**config.mk**
```make
export PLATFORM = sky130hd
export DESIGN_NAME = serial_demux_1to8
export DESIGN_NICKNAME = d
export VERILOG_FILES = /design/src/rtl/serial_demux_1to8.sv
export SDC_FILE = /design/constraint.sdc
export NUM_CORES = 1
export LEC_CHECK = 0
export BUFFER_PORTS_ARGS = -buffer_cell sky130_fd_sc_hd__buf_2
export CORE_ASPECT_RATIO = 1.4
export CORE_MARGIN = 2
export CORE_UTILIZATION = 35
export DETAILED_ROUTE_END_ITERATION = 7
export HOLD_SLACK_MARGIN = 0.15
export SYNTH_ARGS = -nofsm -noshare
export SYNTH_HDL_FRONTEND = slang
export SYNTH_SLANG_ARGS = --single-unit
```
**constraint.sdc**
```tcl
create_clock -name clk -period 3.3 [get_ports clk]
set_input_delay 0.165 -clock clk [delete_from_list [all_inputs] [get_ports clk]]
set_output_delay 0.165 -clock clk [all_outputs]
set_load 0.01 [all_outputs]
```
**src/rtl/serial_demux_1to8.sv**
```systemverilog
// serial_demux_1to8
//   Assembles an LSB-first serial bit stream into 8-bit words. It is the
//   inverse of an 8:1 select: frame bit k lands on O[k].
//
// Ports
//   clk      in   rising-edge clock
//   rst      in   synchronous active-high reset
//   i        in   serial data bit
//   i_valid  in   qualifies i and sof
//   sof      in   start of frame (marks frame bit 0)
//   O        out  [7:0] last completed word, registered
//   o_valid  out  one-cycle pulse when O has just been updated
//   S        out  [2:0] index of the next bit to be written
//   busy     out  high while a frame is partially received
//   err      out  sticky frame error (sof seen mid-frame), cleared by rst
module serial_demux_1to8 (
    input  logic       clk,
    input  logic       rst,
    input  logic       i,
    input  logic       i_valid,
    input  logic       sof,
    output logic [7:0] O,
    output logic       o_valid,
    output logic [2:0] S,
    output logic       busy,
    output logic       err
);

    typedef enum logic {
        IDLE = 1'b0,
        RECV = 1'b1
    } state_t;

    state_t     state, state_n;
    logic [7:0] asm_buf, asm_buf_n;
    logic [7:0] o_n;
    logic [2:0] s_n;
    logic       o_valid_n;
    logic       err_n;
    logic [7:0] wr_word;

    // Assembly buffer with the incoming bit placed at the current index.
    // On completion this is the finished word, bit 7 included.
    always_comb begin
        wr_word    = asm_buf;
        wr_word[S] = i;
    end

    always_comb begin
        state_n   = state;
        asm_buf_n = asm_buf;
        o_n       = O;
        s_n       = S;
        o_valid_n = 1'b0;
        err_n     = err;
        if (i_valid) begin
            case (state)
                IDLE: begin
                    // Bits without sof outside a frame are dropped.
                    if (sof) begin
                        asm_buf_n = {7'b0, i};
                        s_n       = 3'd1;
                        state_n   = RECV;
                    end
                end
                RECV: begin
                    if (sof) begin
                        // Restart: the partial frame is thrown away and
                        // this bit becomes bit 0 of a new frame.
                        err_n     = 1'b1;
                        asm_buf_n = {7'b0, i};
                        s_n       = 3'd1;
                    end else if (S == 3'd7) begin
                        asm_buf_n = wr_word;
                        o_n       = wr_word;
                        s_n       = 3'd0;
                        o_valid_n = 1'b1;
                        state_n   = IDLE;
                    end else begin
                        asm_buf_n = wr_word;
                        s_n       = S + 3'd1;
                    end
                end
                default: state_n = IDLE;
            endcase
        end
    end

    always_ff @(posedge clk) begin
        if (rst) begin
            state   <= IDLE;
            asm_buf <= 8'h00;
            O       <= 8'h00;
            S       <= 3'd0;
            o_valid <= 1'b0;
            err     <= 1'b0;
        end else begin
            state   <= state_n;
            asm_buf <= asm_buf_n;
            O       <= o_n;
            S       <= s_n;
            o_valid <= o_valid_n;
            err     <= err_n;
        end
    end

    assign busy = (state == RECV);

endmodule

```
==> impl_metrics.toml, run 1 <==
[synth]
yosysSeqAreaShare = 0.400
synth-xor-area-share = 0
yosysWarningCount = 0
syn_area_um2 = 1100
synth_ff_type = "dfxtp_1"
ys_ff_latch = 22
synth.distinct_cells = 29
syn-instance-count = 121
synth-simple-area-share = 0.230
synth.area.mux_share = 0.0728
netlist_top_cells_area = "dfxtp_1, mux2i_1, a21oi_1"
synth.avg_cell_area_um2 = 9.09
synth_top_family_by_area = "simple AND/OR/NAND/NOR gates"
yosys.area_share.adder = 0.0341
synth_top_area_share = 0.400
synth_edf_count = 0
synth_top_area_cell = "dfxtp_1"
async_flop_share = 0
synth_compound_area_frac = 0.196
synth_nets = 129

[layout]
final_layout_size_suffix_gt1_frac = 0.200
diodes = 0
fin_nets = 139
layout_commonest_cell = "dfxtp_1"
final_cell_mix = "dfxtp_1, buf_2, a21oi_1"
final_core_util = 0.400
stdcell_area_um2 = 1220
area_growth_pct = 11.3

[detailed_routing]
vias = 957
viasPerCell = 5.66
wire_per_inst_um = 14.4
drtIter0Drc = 38
wirelength_um = 2440
antenna_left = 0
drcViolationCount = 0
drt_pass1_iterations = 4

[timing]
slew_headroom = 0.661
post-route-min-period_ps = 1890
worst_pin_slew_ps = 508
finalCritPeriodShare = 0.572
finalMaxSlewViolations = 0
max_freq_ghz = 0.529
setup_viol = 0
clock_skew_ps = 2.14
setup_tns_ps = 0
hold_viol = 0
rsz0062_at_grt = "false"
setup_ws_ps = 1410

[floorplanning]
num_io_pins = 19
die_x_um = 51.4
initial_core_util = 0.359
die_y_um = 70.3
rows = 24
dieArea_um2 = 3610
coreArea_um2 = 3060

[hold_path]
hp-start = "rst"
min_to = "err"
hold_path_depth = 2
hp-class = "in -> reg"

[critical_path]
path_delay_family = "flip-flops"
crit_path_cell_trace = "ha_1 -> ha_1 -> and4b_1 -> o21ai_0 -> a21oi_1"
crit_path_frequent_cell = "ha_1"
worstReg2RegStart = "S[1]"
worstRegToRegCells = 5
critical_path.max_fanout = 16
slowest_delay_ps = 620
crit_slowest_cell = "dfxtp_1"
critical_path_class = "reg -> reg"
arrival_ps = 2090
end_kind = "flop"
reg2reg_to = "O[1]"
cp.buffers_inverters = 0
startpoint_type = "flop"
worst-path-stages = 5
required_ps = 3500
r2r_slack_ps = 1410

[pwr]
power.static_leakage_nw = 0.504
power.density_nw_per_um2 = 416
irDropWorstVdd_v = 0.000205

[global_routing]
grt-ovfl-total = 0
grt_max_degree = 17
grt_pass1_wl_um = 4090
grt_pass1_vias = 847
grt_usage = 0.150
antenna_found_initial = 0

[clock_tree]
cts_sinks = 22
cts_buffers = 3
cts-root-buf = "clkbuf_8"
postCtsHoldBufs = 0
post_cts_resized = 0
clkTransAtPathRegs_ps = 80
h-tree-depth = 1
clock_path_buffers = 2
cts_tree = "built"
worstSkewPairLatency_ps = 270
postCtsSetupBuffers = 0

[status]
status = "complete, no violations"

[placement]
post-place-ws_ps = 1460
place_area_um2 = 1170
place_hpwl_um = 1700
io_buffers = 18
place_congestion = 0.765

[run]
max-cap-violations = 0
report_power, final:
| group | switching [mW] | internal (mW) | leakage (nW) | total [mW] |
|---|---|---|---|---|
| Sequential | 0.00718 | 0.269 | 0.178 | 0.276 |
| Combinational | 0.0218 | 0.0144 | 0.298 | 0.0362 |
| Clock | 0.0907 | 0.107 | 0.0288 | 0.197 |
| Total | 0.120 | 0.390 | 0.504 | 0.509 |
worst register-to-register path, stage by stage, from the launching register on:
cell	delay, ps
dfxtp_1	620
ha_1	270
ha_1	180
and4b_1	480
o21ai_0	140
a21oi_1	130
metal layers:
metal  track usage  wire (um)  up-vias
li1              -          -      464
met1         0.191       1060      454
met2         0.235       1170       32
met3        0.0299        138        7
met4        0.0789         70        0
met5             0          0        -
state kept, by name, indices dropped and copies added (netlist names):
name and count:
err 1, S 3, busy 1, asm_buf 8
O 8, o_valid 1
final cells by class:
| cell class | instances | area [um^2] |
|---|---|---|
| fillers | 334 | 1840 |
| multi-input cells | 85 | 586 |
| inverters | 1 | 3.75 |
| flip-flops and latches | 22 | 440 |
| clock buffers | 4 | 55.1 |
| repair buffers | 18 | 90.1 |
| well taps | 39 | 48.8 |
through the flow:
stage / instances / hold slack (ps) / power, mW
2_1_floorplan: 121 / 234 / 0.309
3_3_place_gp: 165 / 442 / 0.318
3_5_place_dp: 165 / 468 / 0.318
4_1_cts: 169 / 247 / 0.515
5_1_grt: 169 / 257 / 0.529
6_report: 169 / 248 / 0.509
how the worst max path moves through the flow:
stage | start | endpoint | slack (ps)
2_1_floorplan | S[0] | O[5] | 1820
3_3_place_gp | S[0] | O[3] | 1550
3_5_place_dp | S[0] | O[0] | 1460
4_1_cts | S[0] | O[3] | 1420
5_1_grt | S[0] | O[1] | 1260
6_report | S[1] | O[1] | 1410
cell usage after synthesis (all sizes together) (4+ instances only):
master and count:
buf 10, nand3 5, nor2 4, o21ai 10, nand2 8, a21oi 12, mux2i 8, dfxtp 22
nand4b 4, a31oi 5, nand3b 6, a22oi 6, nor3b 5
kinds of logic (layout without fill, tap and decap cells):
family | count (synthesis) | count (layout)
AO/OA/AOI/OAI | 35 | 35
adder cells (fa/ha/maj) | 3 | 3
flip-flops | 22 | 22
AND/OR/NAND/NOR | 39 | 39
buffers and inverters | 14 | 23
multiplexers | 8 | 8
(Power assumes the default switching activity.)
==> inputs of run 2 (changes only) <==
==> constraint.sdc (replaced) <==
create_clock -name clk -period 2 [get_ports clk]
set_input_delay 0.1 -clock clk [delete_from_list [all_inputs] [get_ports clk]]
set_output_delay 0.1 -clock clk [all_outputs]
set_load 0.01 [all_outputs]
==> impl_metrics.toml, run 2 (same netlist as run 1, synthesis figures left out) <==
[timing]
post-route-min-period_ps = 1700
hold_viol = 0
rsz0062_at_grt = "false"
setup_ws_ps = 300
setup_viol = 0
worst_pin_slew_ps = 510
finalMaxSlewViolations = 0
max_freq_ghz = 0.588
clock_skew_ps = 1.84
slew_headroom = 0.659
finalCritPeriodShare = 0.850
setup_tns_ps = 0

[clock_tree]
cts_tree = "built"
postCtsHoldBufs = 0
worstSkewPairLatency_ps = 260
cts_sinks = 22
post_cts_resized = 0
cts-root-buf = "clkbuf_8"
clock_path_buffers = 2
h-tree-depth = 1
cts_buffers = 3
clkTransAtPathRegs_ps = 80
postCtsSetupBuffers = 0

[global_routing]
grt-ovfl-total = 0
grt_usage = 0.148
grt_pass1_vias = 829
grt_pass1_wl_um = 4040
antenna_found_initial = 0
grt_max_degree = 17

[floorplanning]
num_io_pins = 19
rows = 24
dieArea_um2 = 3610
die_x_um = 51.4
coreArea_um2 = 3060
initial_core_util = 0.359
die_y_um = 70.3

[layout]
final_cell_mix = "dfxtp_1, buf_2, a21oi_1"
area_growth_pct = 11.4
final_layout_size_suffix_gt1_frac = 0.206
reg.largest.list = "O (8), asm_buf (8), S (3)"
stdcell_area_um2 = 1220
layout_commonest_cell = "dfxtp_1"
num-fill-cells = 323
fin_nets = 141
diodes = 0

[pwr]
switching_share = 0.242
irDropWorstVdd_v = 0.000375
p_sw_uw = 193
power.share.clock = 0.352
p_comb_frac = 0.084
power.density_nw_per_um2 = 651
power.static_leakage_nw = 0.508
internal_power_uw = 604
total_power_uw = 797
p_seq_frac = 0.564

[critical_path]
required_ps = 2200
worstRegToRegCells = 4
r2r_slack_ps = 300
end_kind = "flop"
critical_path_class = "reg -> reg"
arrival_ps = 1900
crit_slowest_cell = "dfxtp_1"
worstReg2RegStart = "S[2]"
reg2reg_to = "O[3]"
startpoint_type = "flop"
slowest_delay_ps = 650
crit_path_cell_trace = "ha_1 -> and4b_1 -> o21ai_0 -> a21oi_1"
critical_path.max_fanout = 16

[placement]
place_area_um2 = 1180
io_buffers = 18
place_congestion = 0.779
post-place-ws_ps = 341
place_hpwl_um = 1770

[hold_path]
hp-start = "rst"
hp-class = "in -> reg"
hold_path_depth = 2
min_to = "busy"

[detailed_routing]
drtIter0Drc = 29
viasPerCell = 5.46
drt_pass1_iterations = 4
wire_per_inst_um = 14.7
antenna_left = 0
drcViolationCount = 0
vias = 929
wirelength_um = 2490

[status]
status = "complete, no violations"

[run]
max-cap-violations = 0
run 2: power groups by stage:
stage               registers [mW]  logic [mW]  clock network, mW
detailed placement           0.460      0.0683                  0
global placement             0.460      0.0674                  0
finish                       0.449      0.0674              0.281
floorplan                    0.460      0.0506                  0
global route                 0.451      0.0747              0.300
CTS                          0.450      0.0684              0.286
run 2: layout make-up:
type                            count  area [um^2]  share of cell area
Clock buffer                        3         41.3              0.0337
Inverter                            1         3.75             0.00306
Multi-Input combinational cell     85          586               0.478
Sequential cell                    22          440               0.360
Tap cell                           39         48.8              0.0398
Timing Repair Buffer               20          105              0.0858
run 2: worst max path at each step:
stage	depth (start not counted)	end	startpoint	slack (ps)
final	4	O[3]	S[2]	300
after global routing	4	O[3]	S[2]	160
after CTS	4	O[3]	S[2]	310
after detailed placement	4	O[4]	S[2]	340
after global placement	4	O[0]	S[2]	410
after floorplan	7	O[5]	S[0]	520
run 2: worst max-delay path: cells and delay by family, from the launching register on:
family	cells	cell delay (ps)
simple gates	1	470
fa+ha+maj	1	250
compound gates	2	270
flops	1	650
run 2: layer usage:
layer | share of wire | vias to the layer above | track usage
met4 | 0.022 | 0 | 0.0789
met3 | 0.047 | 5 | 0.0256
li1 | - | 469 | -
met1 | 0.44 | 434 | 0.191
met2 | 0.49 | 21 | 0.231
met5 | 0 | - | 0
run 2: through the flow:
stage | std cells | utilization | hold WS (ps)
after floorplan | 121 | - | 169
after detailed placement | 167 | 0.386 | 473
final | 170 | 0.400 | 190
after global placement | 167 | 0.386 | 444
after global routing | 170 | 0.400 | 209
after CTS | 170 | 0.400 | 195
==> inputs of run 3 (changes only) <==
==> constraint.sdc (replaced) <==
create_clock -name clk -period 1.41 [get_ports clk]
set_input_delay 0.0705 -clock clk [delete_from_list [all_inputs] [get_ports clk]]
set_output_delay 0.0705 -clock clk [all_outputs]
set_load 0.01 [all_outputs]
==> impl_metrics.toml, run 3 (same netlist as run 1, synthesis figures left out) <==
[status]
status = "complete, no violations"

[floorplanning]
die_x_um = 51.4
dieArea_um2 = 3610
initial_core_util = 0.359
rows = 24
num_io_pins = 19
coreArea_um2 = 3060
die_y_um = 70.3

[layout]
num-fill-cells = 311
multiInputGateArea_um2 = 599
reg.largest.list = "O (8), asm_buf (8), S (3)"
area_growth_pct = 21.4
final_cell_mix = "dfxtp_1, buf_2, a21oi_1"
fin_nets = 151
final_core_util = 0.436
diodes = 0
layout_commonest_cell = "dfxtp_1"
regArea_um2 = 445
final_layout_size_suffix_gt1_frac = 0.289

[timing]
holdWs_ps = 162
worst_pin_slew_ps = 305
clock_skew_ps = 2.84
post-route-min-period_ps = 1370
setup_viol = 0
finalMaxSlewViolations = 0
slew_headroom = 0.796
finalCritPeriodShare = 0.972
max_freq_ghz = 0.729
hold_viol = 0
rsz0062_at_grt = "true"

[pwr]
power.static_leakage_nw = 0.565
irDropWorstVdd_v = 0.000577
power.density_nw_per_um2 = 864

[global_routing]
grt-ovfl-total = 0
grt_max_degree = 17
antenna_found_initial = 0
grt_usage = 0.151
grt_pass1_vias = 949
grt_pass1_wl_um = 4180

[detailed_routing]
wirelength_um = 2490
drcViolationCount = 0
antenna_left = 0
wire_per_inst_um = 13.8
vias = 958
drt_pass1_iterations = 5
viasPerCell = 5.29
drtIter0Drc = 19

[clock_tree]
worstSkewPairLatency_ps = 260
h-tree-depth = 1
clkTransAtPathRegs_ps = 80
clock_path_buffers = 2
cts_buffers = 3
cts_sinks = 22
postCtsSetupBuffers = 0
cts_tree = "built"
cts-root-buf = "clkbuf_8"
postCtsHoldBufs = 0

[critical_path]
startpoint_type = "flop"
end_kind = "flop"
path_delay_family = "adder cells"
critical_path_class = "reg -> reg"
cp.buffers_inverters = 1
crit_path_cell_trace = "ha_2 -> ha_1 -> and4b_1 -> buf_12 -> o21ai_1 -> a21oi_1"
crit_slowest_cell = "dfxtp_4"
slowest_delay_ps = 350
arrival_ps = 1530
critical_path.max_fanout = 16
required_ps = 1570

[placement]
place_hpwl_um = 1800
io_buffers = 18
place_congestion = 0.809

[hold_path]
hp-class = "in -> reg"

[run]
max-cap-violations = 0
## run 3: final cells by class
type,count,area share
multi-input combinational,85,0.449
sequential,22,0.334
tap,39,0.0366
inverter,1,0.00281
clock buffer,4,0.0337
timing repair buffer,30,0.144
## run 3: final timing paths
path | startpoint | to | slack, ps | cells after the start
hold / removal | rst | S[2] | 160 | 2
setup / recovery | S[0] | O[2] | 40 | 6
hold reg to reg | err | err | 480 | 2
setup reg to reg | S[0] | O[2] | 40 | 6
## run 3: per-layer routing
| layer | vias up | wire [um] | global-route usage |
|---|---|---|---|
| li1 | 488 | - | - |
| met1 | 440 | 1140 | 0.181 |
| met2 | 25 | 1170 | 0.242 |
| met3 | 5 | 132 | 0.0342 |
| met4 | 0 | 51 | 0.0877 |
| met5 | - | 0 | 0 |
## run 3: stage by stage
stage          worst slack, ps  cell area [um^2]  setup TNS [ps]  std cells  power [mW]
2_1_floorplan             12.0              1110               0        121       0.724
3_3_place_gp              51.7              1280               0        177       0.758
3_5_place_dp              9.28              1280               0        177       0.759
4_1_cts                   1.34              1320               0        181        1.16
5_1_grt                  -10.4              1340           -41.0        181        1.21
6_report                  39.1              1340               0        181        1.15
## run 3: where the power goes
group / switching [mW] / internal, mW
clock network: 0.204 / 0.202
logic: 0.0658 / 0.0465
registers: 0.00660 / 0.628
## run 3: repair_timing
| action | in CTS | in global routing |
|---|---|---|
| gates resized for setup | 1 | 7 |
| pin swaps | 0 | 1 |
| endpoints found under the setup margin | 1 | 8 |
